[config.mk]
export PLATFORM = sky130hd
export DESIGN_NAME = operand_fetch
export DESIGN_NICKNAME = d
export VERILOG_FILES = /design/src/rtl/operand_fetch.sv
export SDC_FILE = /design/constraint.sdc
export NUM_CORES = 1
export LEC_CHECK = 0
export BUFFER_PORTS_ARGS = -buffer_cell sky130_fd_sc_hd__buf_2
export CAP_MARGIN = 20
export CORE_UTILIZATION = 38
export DETAILED_ROUTE_END_ITERATION = 12
export GPL_ROUTABILITY_DRIVEN = 0
export PLACE_DENSITY = 0.8
export SLEW_MARGIN = 40
export SYNTH_ARGS = -nofsm -noshare
export SYNTH_HDL_FRONTEND = slang
export SYNTH_SLANG_ARGS = --single-unit
[constraint.sdc]
create_clock -name clk -period 3.32 [get_ports clk]
set_clock_uncertainty 0.15 [all_clocks]
set_input_delay 0.332 -clock clk [delete_from_list [all_inputs] [get_ports clk]]
set_output_delay 0.332 -clock clk [all_outputs]
set_load 0.05 [all_outputs]
[src/rtl/operand_fetch.sv]
// Operand-fetch stage: register-file read, operand capture into an output register for execute,
// and an optional per-register busy scoreboard enabled by OPFETCH_SCOREBOARD_EN.
module operand_fetch #(
    parameter int unsigned XLEN = 32,
    parameter int unsigned OP_W = 8
) (
    input  logic            clk,
    input  logic            reset,
    input  logic            in_valid,
    output logic            in_ready,
    input  logic [4:0]      in_rs1,
    input  logic [4:0]      in_rs2,
    input  logic [4:0]      in_rd,
    input  logic            in_rd_en,
    input  logic [XLEN-1:0] in_imm,
    input  logic [OP_W-1:0] in_op,
    output logic [4:0]      rf_rdAddrA,
    output logic [4:0]      rf_rdAddrB,
    input  logic [XLEN-1:0] rf_rdDataA,
    input  logic [XLEN-1:0] rf_rdDataB,
    input  logic            wb_valid,
    input  logic [4:0]      wb_rd,
    output logic            out_valid,
    input  logic            out_ready,
    output logic [XLEN-1:0] out_a,
    output logic [XLEN-1:0] out_b,
    output logic [XLEN-1:0] out_imm,
    output logic [OP_W-1:0] out_op,
    output logic [4:0]      out_rd,
    output logic            out_rd_en,
    output logic [31:0]     sb_busy
);
    localparam int unsigned NREG = 32;

    logic [NREG-1:0] sb_q;
    logic            hazard;
    logic            accept;

    assign rf_rdAddrA = in_rs1;
    assign rf_rdAddrB = in_rs2;

`ifdef OPFETCH_SCOREBOARD_EN
    logic [NREG-1:0] sb_next;
    logic            rs1_haz;
    logic            rs2_haz;
    logic            waw_haz;

    // A writeback landing this cycle resolves the hazard via the register-file bypass.
    always_comb begin
        rs1_haz = (in_rs1 != 5'd0) && sb_q[in_rs1] && !(wb_valid && (wb_rd == in_rs1));
        rs2_haz = (in_rs2 != 5'd0) && sb_q[in_rs2] && !(wb_valid && (wb_rd == in_rs2));
        waw_haz = in_rd_en && (in_rd != 5'd0) && sb_q[in_rd] && !(wb_valid && (wb_rd == in_rd));
        hazard  = rs1_haz || rs2_haz || waw_haz;
    end

    // Clear on writeback first, then set on issue so a same-register collision leaves the bit set.
    always_comb begin
        sb_next = sb_q;
        if (wb_valid) begin
            sb_next[wb_rd] = 1'b0;
        end
        if (accept && in_rd_en && (in_rd != 5'd0)) begin
            sb_next[in_rd] = 1'b1;
        end
    end

    always_ff @(posedge clk) begin
        if (reset) begin
            sb_q <= '0;
        end else begin
            sb_q <= sb_next;
        end
    end
`else
    logic unused_wb;

    assign unused_wb = &{1'b0, wb_valid, wb_rd};
    assign hazard    = 1'b0;
    assign sb_q      = '0;
`endif

    assign in_ready = (!out_valid || out_ready) && !hazard;
    assign accept   = in_valid && in_ready;
    assign sb_busy  = sb_q;

    // Output pipeline register; data holds its last value after a drain.
    always_ff @(posedge clk) begin
        if (reset) begin
            out_valid <= 1'b0;
            out_a     <= '0;
            out_b     <= '0;
            out_imm   <= '0;
            out_op    <= '0;
            out_rd    <= '0;
            out_rd_en <= 1'b0;
        end else if (accept) begin
            out_valid <= 1'b1;
            out_a     <= (in_rs1 == 5'd0) ? '0 : rf_rdDataA;
            out_b     <= (in_rs2 == 5'd0) ? '0 : rf_rdDataB;
            out_imm   <= in_imm;
            out_op    <= in_op;
            out_rd    <= in_rd;
            out_rd_en <= in_rd_en;
        end else if (out_ready) begin
            out_valid <= 1'b0;
        end
    end
endmodule

# After elaboration in Yosys (flattened, before gate mapping)
# Cells that the tools add are included.
# word_totals
register_bits	111
latchBits	0
ram_bits	0
rom_bits	0
in_bits	130
out_inout_bits	154
word_cells	17
n_memories	0
# classes
add_sub_neg	0
mul	0
n_div	0
order_cmp	0
n_eq_ne	0
shift	0
n_mux	4
bitwise	0
n_reduce_logical	6
# op_table
op	n
$mux W32	2
$logic_not A5 Y1	2
$mux W1	2
$reduce_bool A2 Y1	1
$logic_and A1 B1 Y1	1
$logic_not A1 Y1	1
$logic_or A1 B1 Y1	1

# Longest topological paths before layout
# Gate-level depths: netlist of run 1.
# depth
word_depth	4
mapped_depth	6
mapped_depth_nobuf	4

# Least setup slack after synthesis of run 1
# Ideal clock, no wire load.
# synth_path
path_kind	register to output
startpoint	reg out_valid
endpoint	out in_ready
arrival_ps	1344
required_time_ps	2838
slack_ps	1494
stages_incl_launch_ff	5
n_path_buf	2
path_cell_list	dfxtp_1 nor2b_2 inv_1 buf_2 buf_2
# synth_between
elab_chain_len	2
# synth_lines
element	line_no	source
start, declared	23	output logic out_valid,
start signal, assigned	89	out_valid <= 1'b0;
start signal, assigned	97	out_valid <= 1'b1;
start signal, assigned	105	out_valid <= 1'b0;
$logic_not A1 Y1	82	assign in_ready = (!out_valid || out_ready) && !hazard;
$logic_or A1 B1 Y1	82	
end, declared	10	output logic in_ready,
# No other way between the ends.

# Worst setup path in the final report of run 1
# Ends and elaborated chain as after synthesis.

==> metrics.txt, run 1 <==
Logic pwr share=0.245; share of cells above drive strength 1=0.369; Pwr Density=522 nW/um^2; GRT busiest layer=met2; Layout Cells excl Fill=925; Clock Tree Buf Depth=2; Post-DP Area=6040 sq um; CP cell instances=nor2b_2 > clkinv_2 > buf_2; count leader, synth=dfxtp_1; GRT overflow=0; post-synthesis sequential area ratio=0.446; CP startpoint kind=register; area of the mapped netlist=4990 sq um; residual DRC count=0; IO Count=284; Pre-Repair DR Iteration Count=5; internal power=0.00217 W; final antenna-violating net count=0; die height=117 um; GRT met3 Usage=0.0602; worst skew pair latency=340 ps; RSZ-0062 raised after global routing=false; Lkg Pwr=2.80 nW; post-CTS sizing=0; Max Transition Viols Final=0; Synth Flop Type=dfxtp_1; largest net degree at the start of global routing=79; Final setup viols=0; # H-tree levels=3; synth cell count leaders=dfxtp_1, inv_1, nand4b_1, o32ai_1, a21oi_1; crit-path max cell delay=520 ps; placed wire-length estimate=8730 um; FFs w/ async S/R, synth=0; Post-Syn Instances=558; Net Sw Power=0.00113 W; area share of the leading cell type in the synthesized netlist=0.446; worst vdd ir=0.000338 V; Reg clk slew, reported paths=70 ps; Placed Instances=909; Yosys top cell by area=dfxtp_1; Tmin final=2300 ps; row count=41; total of max-cap violations=0; Syn Area/Cell=8.94 sq um; Worst Hold Class=in2reg; EDFF count, synth=0; Max Fanout on Critical Path=39; NumNets Final=878; worst slew pin tran=745 ps; CTS root buffer=clkbuf_16; cts hold-fix bufs=0; Worst Setup End Kind=output pin; synth warn=0; Num CTS Buffers=9; I/O Buffers=245; Starting DRT DRC Count=332; GR Util met1=0.227; Total Routed Length=13600 um; post-synth cell types=20; area grow syn2layout=26.8%; Hold Violations, Final=0; register bit total from synthesis=111; vias in the first global route=4064; Worst EP required=2840 ps; Post-Route Setup TNS=0 ps; sequential share of power=0.439; met2 Resource Use GR=0.318; GRT Util Overall=0.189; initial antenna violation count=1; Fillers=1291; Avg Vias per Cell=5.13; area of the multi-input gates=2010 sq um; clk sinks=111; period utilization=0.692; fmax=436 MHz; sw frac=0.344; flip-flop and latch area=2220 sq um; first-pass GRT wire length=20100 um; Tot Pwr=0.00330 W; Vias=4742; core area=12700 sq um; Initial Util=0.392; Crit path arrival time=1810 ps; post-route cell area=6330 sq um; Total Die Area=13600 sq um; ant diodes=0; clock power share=0.316; Rel. slew slack=0.502; status=complete, no violations; Die X-Extent=117 um; setup bufs post-CTS=0; Setup Crit Path Kind=reg2out; DR WL/cell=14.7 um; Crit-path slowest cell=clkinv_2; ranking of synthesized cells by area=dfxtp_1, nand4b_1, o32ai_1, buf_4, inv_1; CTS tree=done
[area by class of cell]
cell class | instances | area share
clock buffer | 12 | 0.0405
clock inverter | 4 | 0.00455
inverter | 66 | 0.0394
multi-input combinational | 305 | 0.318
sequential | 111 | 0.351
tap | 172 | 0.0340
timing repair buffer | 255 | 0.212
[final timing paths]
kind	startpoint	endpoint	slack (ps)	depth (start not counted)
worst min-delay path	in_imm[7]	out_imm[7]$_SDFFE_PP0P_	80	3
worst max register to register	out_valid$_SDFFE_PP0P_	out_a[3]$_SDFFE_PP0P_	1170	5
worst max-delay path	out_valid$_SDFFE_PP0P_	in_ready	1020	3
worst min register to register	out_b[15]$_SDFFE_PP0P_	out_b[15]$_SDFFE_PP0P_	320	2
[layer usage]
| metal | share of wire | vias up |
|---|---|---|
| met5 | 0.00095 | - |
| met4 | 0.010 | 2 |
| met3 | 0.070 | 14 |
| met2 | 0.49 | 170 |
| met1 | 0.43 | 2222 |
| li1 | - | 2334 |
[metrics by stage]
stage | hold WS [ps] | utilization | setup WS, ps
after floorplan | 330 | - | 1490
after global placement | 308 | 0.475 | 1030
after detailed placement | 311 | 0.475 | 1020
after CTS | 62.8 | 0.497 | 999
after global routing | 64.3 | 0.497 | 906
final | 78.6 | 0.497 | 1020
[placed cells by master (no fill, tap or decap), types with 2 or more instances in the layout]
master,instances
clkinvlp_4,2
clkbuf_8,2
a21oi_1,47
o21ai_1,2
o32ai_1,64
nand3_1,46
buf_2,243
nand4b_1,64
dfxtp_1,111
inv_1,64
buf_4,9
or4_4,2
clkbuf_16,9
nor2_4,2
conb_1,32
buf_12,3
o21ai_0,44
clkinv_2,2
[sequential cells by signal, indices dropped and copies added, names as in the netlist]
| name | cells |
|---|---|
| out_valid | 1 |
| out_a | 32 |
| out_rd | 5 |
| out_op | 8 |
| out_imm | 32 |
| out_b | 32 |
| out_rd_en | 1 |
[cells by family (layout without fill, tap and decap cells)]
logic type / after synthesis / count (layout) / share of synthesized area
other: 1 / 32 / 0.000752
DFF: 111 / 111 / 0.446
and+or+nand+nor: 116 / 116 / 0.172
buffers and inverters: 173 / 337 / 0.176
AOI/OAI and AO/OA: 157 / 157 / 0.206
[critical path: cells and delay by family, from the launching register on]
kind | cells | cell delay [ps]
buffers and inverters | 2 | 950
DFF | 1 | 320
and+or+nand+nor | 1 | 200
[power groups by stage]
stage / sequential [W] / combinational (W) / clock, W
final: 0.00145 / 0.000808 / 0.00104
after global routing: 0.00146 / 0.000859 / 0.00113
after CTS: 0.00145 / 0.000811 / 0.00108
after detailed placement: 0.00148 / 0.000809 / 0
after global placement: 0.00148 / 0.000805 / 0
after floorplan: 0.00177 / 0.000346 / 0
(Power assumes the default switching activity.)
==> inputs of run 2 (changes only) <==
==> constraint.sdc (replaced) <==
create_clock -name clk -period 2.4 [get_ports clk]
set_clock_uncertainty 0.15 [all_clocks]
set_input_delay 0.24 -clock clk [delete_from_list [all_inputs] [get_ports clk]]
set_output_delay 0.24 -clock clk [all_outputs]
set_load 0.05 [all_outputs]
==> run 2 against run 1 <==
- register-to-register slack worse by 540 ps
- clock-buffer cell count shrank 2
- cell area rose by 8.1%
- via count is 5.5% higher
- sequential share of layout area shrank 2.6 points
- flip-flop and latch count unchanged
- non-clock buffer count is 47 higher
- clock power up 47%
- total power up 43%
- combinational power up 47%
- routed wire length grew 6.2%
- largest cell class unchanged
- largest power group unchanged
- highest routed layer is now met4
==> metrics.txt, run 2 (synthesis results as in run 1) <==
flip-flop and latch area=2220 sq um (unchanged); placed wire-length estimate=8580 um (-1.6%); GRT Util Overall=0.200 (+0.0116); flop2flop setup slack=630 ps (-540 ps); area of the multi-input gates=2010 sq um (unchanged); Clock Tree Buf Depth=2 (unchanged); most common cell after layout, fill and taps aside=buf_2; Die X-Extent=117 um (unchanged); period utilization=0.789; Worst EP required=2010 ps (-830 ps); Setup Crit Path Kind=reg2out; final antenna-violating net count=0 (unchanged); Lkg Pwr=3.02 nW (+7.7%); Critical Path Source=out_valid$_SDFFE_PP0P_; Hold Violations, Final=0 (unchanged); Final setup viols=0 (unchanged); Total Routed Length=14500 um (+6.2%); NumNets Final=925 (+5.4%); Total Die Area=13600 sq um (unchanged); CP startpoint kind=register; Top Registers=out_a (32), out_b (32), out_imm (32); # H-tree levels=3 (unchanged); CTS root buffer=clkbuf_16; sw frac=0.338 (-0.00580); clk sinks=111 (unchanged); Placed Instances=910 (+0.11%); Avg Vias per Cell=5.15 (+0.36%); CTS tree=done; Layout Cells excl Fill=972 (+5.1%); row count=41 (unchanged); RR Endpoint=out_b[13]$_SDFFE_PP0P_; core area=12700 sq um (unchanged); area grow syn2layout=37.2%; Hold EP=out_b[14]$_SDFFE_PP0P_; Starting DRT DRC Count=328 (-1.2%); Vias=5001 (+5.5%); I/O Buffers=245 (unchanged); largest net degree at the start of global routing=111 (+41%); worst vdd ir=0.000571 V (+69%); Worst Hold Class=in2reg; Initial Util=0.392 (unchanged); ant diodes=0 (unchanged); WHS Path Cells=3 (unchanged); internal power=0.00313 W (+45%); Reg clk slew, reported paths=70 ps (about the same); die height=117 um (unchanged); worst slew pin tran=534 ps (-211 ps); Pre-Repair DR Iteration Count=5 (unchanged); initial antenna violation count=0 (-1); Worst Setup End Kind=output pin; residual DRC count=0 (unchanged); Rel. slew slack=0.644 (+0.142); Tmin final=1890 ps; share of cells above drive strength 1=0.350 (-0.0192); Num CTS Buffers=9 (unchanged); GRT overflow=0 (unchanged); total of max-cap violations=0 (unchanged); worst skew pair latency=340 ps (about the same); sequential share of power=0.425 (-0.014); reg2reg start=out_valid$_SDFFE_PP0P_; Max Fanout on Critical Path=22 (-44%); Hold Crit Start=rf_rdDataB[14]; IO Count=284 (unchanged); fmax=528 MHz; status=complete, no violations; Pwr Density=691 nW/um^2 (+32%); first-pass GRT wire length=21400 um (+6.4%); vias in the first global route=4450 (+9.5%); Net Sw Power=0.00160 W (+41%); Tot Pwr=0.00473 W (+43%); Fillers=1189 (-7.9%); Crit path arrival time=1500 ps (-310 ps); RSZ-0062 raised after global routing=false; Max Transition Viols Final=0 (unchanged); DR WL/cell=14.9 um (+1.0%); clock power share=0.324 (+0.008); Logic pwr share=0.252 (+0.007); R2R depth=5 (unchanged); most frequent cells in the layout=buf_2, dfxtp_1, inv_1, nand4b_1, o32ai_1; Post-Route Setup TNS=0 ps (unchanged)
-- run 2: cell count changes in the layout (fill, tap and decap cells not counted) --
cell and change:
bufinv_16 +1, buf_12 +2, dlygate4sd3_1 +46, clkbuf_8 -1, clkbuf_1 -1, inv_6 +1, buf_4 -1
-- run 2: area by class of cell --
| type | instances | area share |
|---|---|---|
| multi-input combinational | 305 | 0.294 |
| clock buffer | 10 | 0.0349 |
| clock inverter | 6 | 0.00988 |
| tap | 172 | 0.0315 |
| sequential | 111 | 0.325 |
| inverter | 66 | 0.0364 |
| timing repair buffer | 302 | 0.269 |
-- run 2: metrics by stage --
stage,setup slack [ps],hold slack [ps],cell area [sq um],utilization
floorplan,594,238,5100,-
global placement,606,308,6070,0.477
detailed placement,565,312,6070,0.477
CTS,498,4.96,6840,0.538
global route,382,9.10,6840,0.538
finish,506,28.5,6840,0.538
-- run 2: worst max-delay path by stage --
stage / slack, ps / to
after global routing: 380 / in_ready
after detailed placement: 570 / out_b[20]$_SDFFE_PP0P_
after floorplan: 590 / out_imm[23]$_SDFFE_PP0P_
after global placement: 610 / out_b[19]$_SDFFE_PP0P_
final: 510 / in_ready
after CTS: 500 / in_ready
-- run 2: what timing repair did --
action                     in CTS  in global routing
buffers inserted                0                  0
hold buffers                   46                  0
gates resized for setup         0                  0
hold endpoints to repair       46                  0
setup endpoints to repair       0                  0
-- run 2: layer usage --
metal	global-route usage	up-vias	part of all wire
met3	0.0509	34	0.064
met4	0.0970	0	0.027
met2	0.337	222	0.49
li1	-	2421	-
met5	0	-	0
met1	0.238	2324	0.42
-- run 2: worst max-delay path, cell delays in order, from the launching register on --
cell	delay [ps]
dfxtp_1	320
nor2b_2	170
clkinv_2	320
buf_2	340
-- run 2: power by group through the flow --
stage	combinational, W	clock (W)	sequential, W
detailed placement	0.00112	0	0.00205
global placement	0.00112	0	0.00204
finish	0.00119	0.00153	0.00201
floorplan	0.000479	0	0.00245
global route	0.00126	0.00166	0.00202
CTS	0.00118	0.00158	0.00201
==> inputs of run 3 (changes only) <==
--- a/config.mk
+++ b/config.mk
@@ -10,7 +10,7 @@
 export CORE_UTILIZATION = 38
 export DETAILED_ROUTE_END_ITERATION = 12
 export GPL_ROUTABILITY_DRIVEN = 0
-export PLACE_DENSITY = 0.8
+export PLACE_DENSITY = 0.82
 export SLEW_MARGIN = 40
 export SYNTH_ARGS = -nofsm -noshare
 export SYNTH_HDL_FRONTEND = slang
==> constraint.sdc (replaced) <==
create_clock -name clk -period 1.7 [get_ports clk]
set_clock_uncertainty 0.15 [all_clocks]
set_input_delay 0.17 -clock clk [delete_from_list [all_inputs] [get_ports clk]]
set_output_delay 0.17 -clock clk [all_outputs]
set_load 0.05 [all_outputs]
==> run 3 against run 2 <==
- final cell count grew 7.2%
- cell area rose by 12%
- register-to-register slack lost 430 ps
- hold slack better by 93 ps
- first-iteration DRC count up 20%
- global-route usage increased by 2.2 points
- core utilization is 6.4 points higher
- critical path type unchanged
- critical endpoint unchanged
==> metrics.txt, run 3 (synthesis results as in run 1) <==
worst vdd ir=0.000675 V (+18%); fmax=626 MHz; CP startpoint kind=register; period utilization=0.940; status=complete, no violations; most frequent cells in the layout=buf_2, dlygate4sd3_1, dfxtp_1; Setup Crit Path Kind=reg2out; Initial Util=0.392 (unchanged); Pre-Repair DR Iteration Count=5 (unchanged); RSZ-0062 raised after global routing=false; NumNets Final=995 (+7.6%); Num CTS Buffers=9 (unchanged); row count=41 (unchanged); Layout Cells excl Fill=1042 (+7.2%); Clock Tree Buf Depth=2 (unchanged); DR WL/cell=15.5 um (+4.0%); core area=12700 sq um (unchanged); Worst Setup End Kind=output pin; Worst path top cell family by delay=buffers and inverters; post-route cell area=7660 sq um (+12%); CTS root buffer=clkbuf_16; Total Die Area=13600 sq um (unchanged); Worst Hold Class=in2reg; Total Routed Length=16100 um (+12%); IO Count=284 (unchanged); GR Util met1=0.248 (+0.0101); Critical path buffers and inverters=3 (+1); Top Registers=out_a (32), out_b (32), out_imm (32); CTS tree=done; Crit-path slowest cell=dfxtp_2; Placed Instances=915 (+0.55%); ant diodes=0 (unchanged); Worst EP required=1380 ps (-630 ps); Avg Vias per Cell=5.10 (-0.82%); GRT Util Overall=0.222 (+0.0220); sw frac=0.321 (-0.0169); worst skew pair latency=340 ps (about the same); total of max-cap violations=0 (unchanged); Vias=5317 (+6.3%); final antenna-violating net count=0 (unchanged); met2 Resource Use GR=0.401 (+0.0643); I/O Buffers=245 (unchanged); Hold Violations, Final=0 (unchanged); Post-Route Setup TNS=0 ps (unchanged); clock power share=0.337 (+0.013); Starting DRT DRC Count=393 (+20%); die height=117 um (unchanged); Max Fanout on Critical Path=38 (+73%); Post-DP Area=6200 sq um (+2.1%); Crit path arrival time=1280 ps (-220 ps); clk sinks=111 (unchanged); share of cells above drive strength 1=0.328 (-0.0224); Pwr Density=923 nW/um^2 (+34%); Reg clk slew, reported paths=70 ps (about the same); Final setup viols=0 (unchanged); Die X-Extent=117 um (unchanged); first-pass GRT wire length=23700 um (+11%); residual DRC count=0 (unchanged); most common cell after layout, fill and taps aside=buf_2; vias in the first global route=4777 (+7.3%); Max Transition Viols Final=0 (unchanged); largest net degree at the start of global routing=86 (-23%); CP cell instances=nor2b_4 > clkinv_2 > buf_12 > buf_6; area grow syn2layout=53.6%; Logic pwr share=0.262 (+0.010); Net Sw Power=0.00227 W (+42%); placed wire-length estimate=8840 um (+3.0%); GRT overflow=0 (unchanged); Lkg Pwr=3.37 nW (+12%); internal power=0.00480 W (+53%); # H-tree levels=3 (unchanged); initial antenna violation count=0 (unchanged); GRT busiest layer=met2; sequential share of power=0.401 (-0.024); GRT met3 Usage=0.0623 (+0.0114); Tmin final=1600 ps; crit-path max cell delay=330 ps (about the same)
[run 3: final timing paths]
kind	from	endpoint	slack (ps)	cells past startpoint
setup / recovery	out_valid$_SDFFE_PP0P_	in_ready	100	4
hold / removal	reset	out_a[31]$_SDFFE_PP0P_	120	2
setup reg to reg	out_valid$_SDFFE_PP0P_	out_a[16]$_SDFFE_PP0P_	200	5
hold reg to reg	out_b[10]$_SDFFE_PP0P_	out_b[10]$_SDFFE_PP0P_	320	2
[run 3: cell type report]
class	count	area [sq um]
clock buffer	11	233
clock inverter	5	106
fill	1047	5060
inverter	66	249
multi-input combinational	305	2020
sequential	111	2220
tap	172	215
timing repair buffer	372	2620
[run 3: worst reg2reg max path: cells and delay by family (launching register included)]
family	cells	cell delay [ps]
simple gates	2	380
buf+inv	2	340
flops	1	320
compound gates	1	200
[run 3: power by group through the flow]
stage / Sequential, W / Combinational (W) / Clock [W]
global route: 0.00286 / 0.00196 / 0.00256
global placement: 0.00289 / 0.00161 / 0
detailed placement: 0.00289 / 0.00162 / 0
CTS: 0.00283 / 0.00182 / 0.00245
finish: 0.00284 / 0.00185 / 0.00238
floorplan: 0.00346 / 0.000676 / 0
[run 3: per-stage QoR]
step / hold slack [ps] / power [W] / setup WS (ps) / util
after floorplan: 168 / 0.00414 / 70.3 / -
after global placement: 273 / 0.00450 / 166 / 0.487
after detailed placement: 279 / 0.00452 / 137 / 0.487
after CTS: 91.5 / 0.00711 / 44.4 / 0.602
after global routing: 115 / 0.00737 / 35.4 / 0.602
final: 121 / 0.00707 / 103 / 0.602
[run 3: repair_timing]
| action | 4_1_cts | 5_1_grt |
|---|---|---|
| gates cloned | 0 | 0 |
| resized for setup | 2 | 1 |
| pin swaps | 0 | 0 |
| setup buffers | 1 | 0 |
| endpoints found under the setup margin | 1 | 1 |
| hold endpoints to repair | 110 | 0 |
| hold buffers | 110 | 0 |
[run 3: metal layers]
metal | wire (um) | share of wire
met1 | 6400 | 0.40
met2 | 8420 | 0.52
met3 | 922 | 0.057
met4 | 396 | 0.025
met5 | 0 | 0
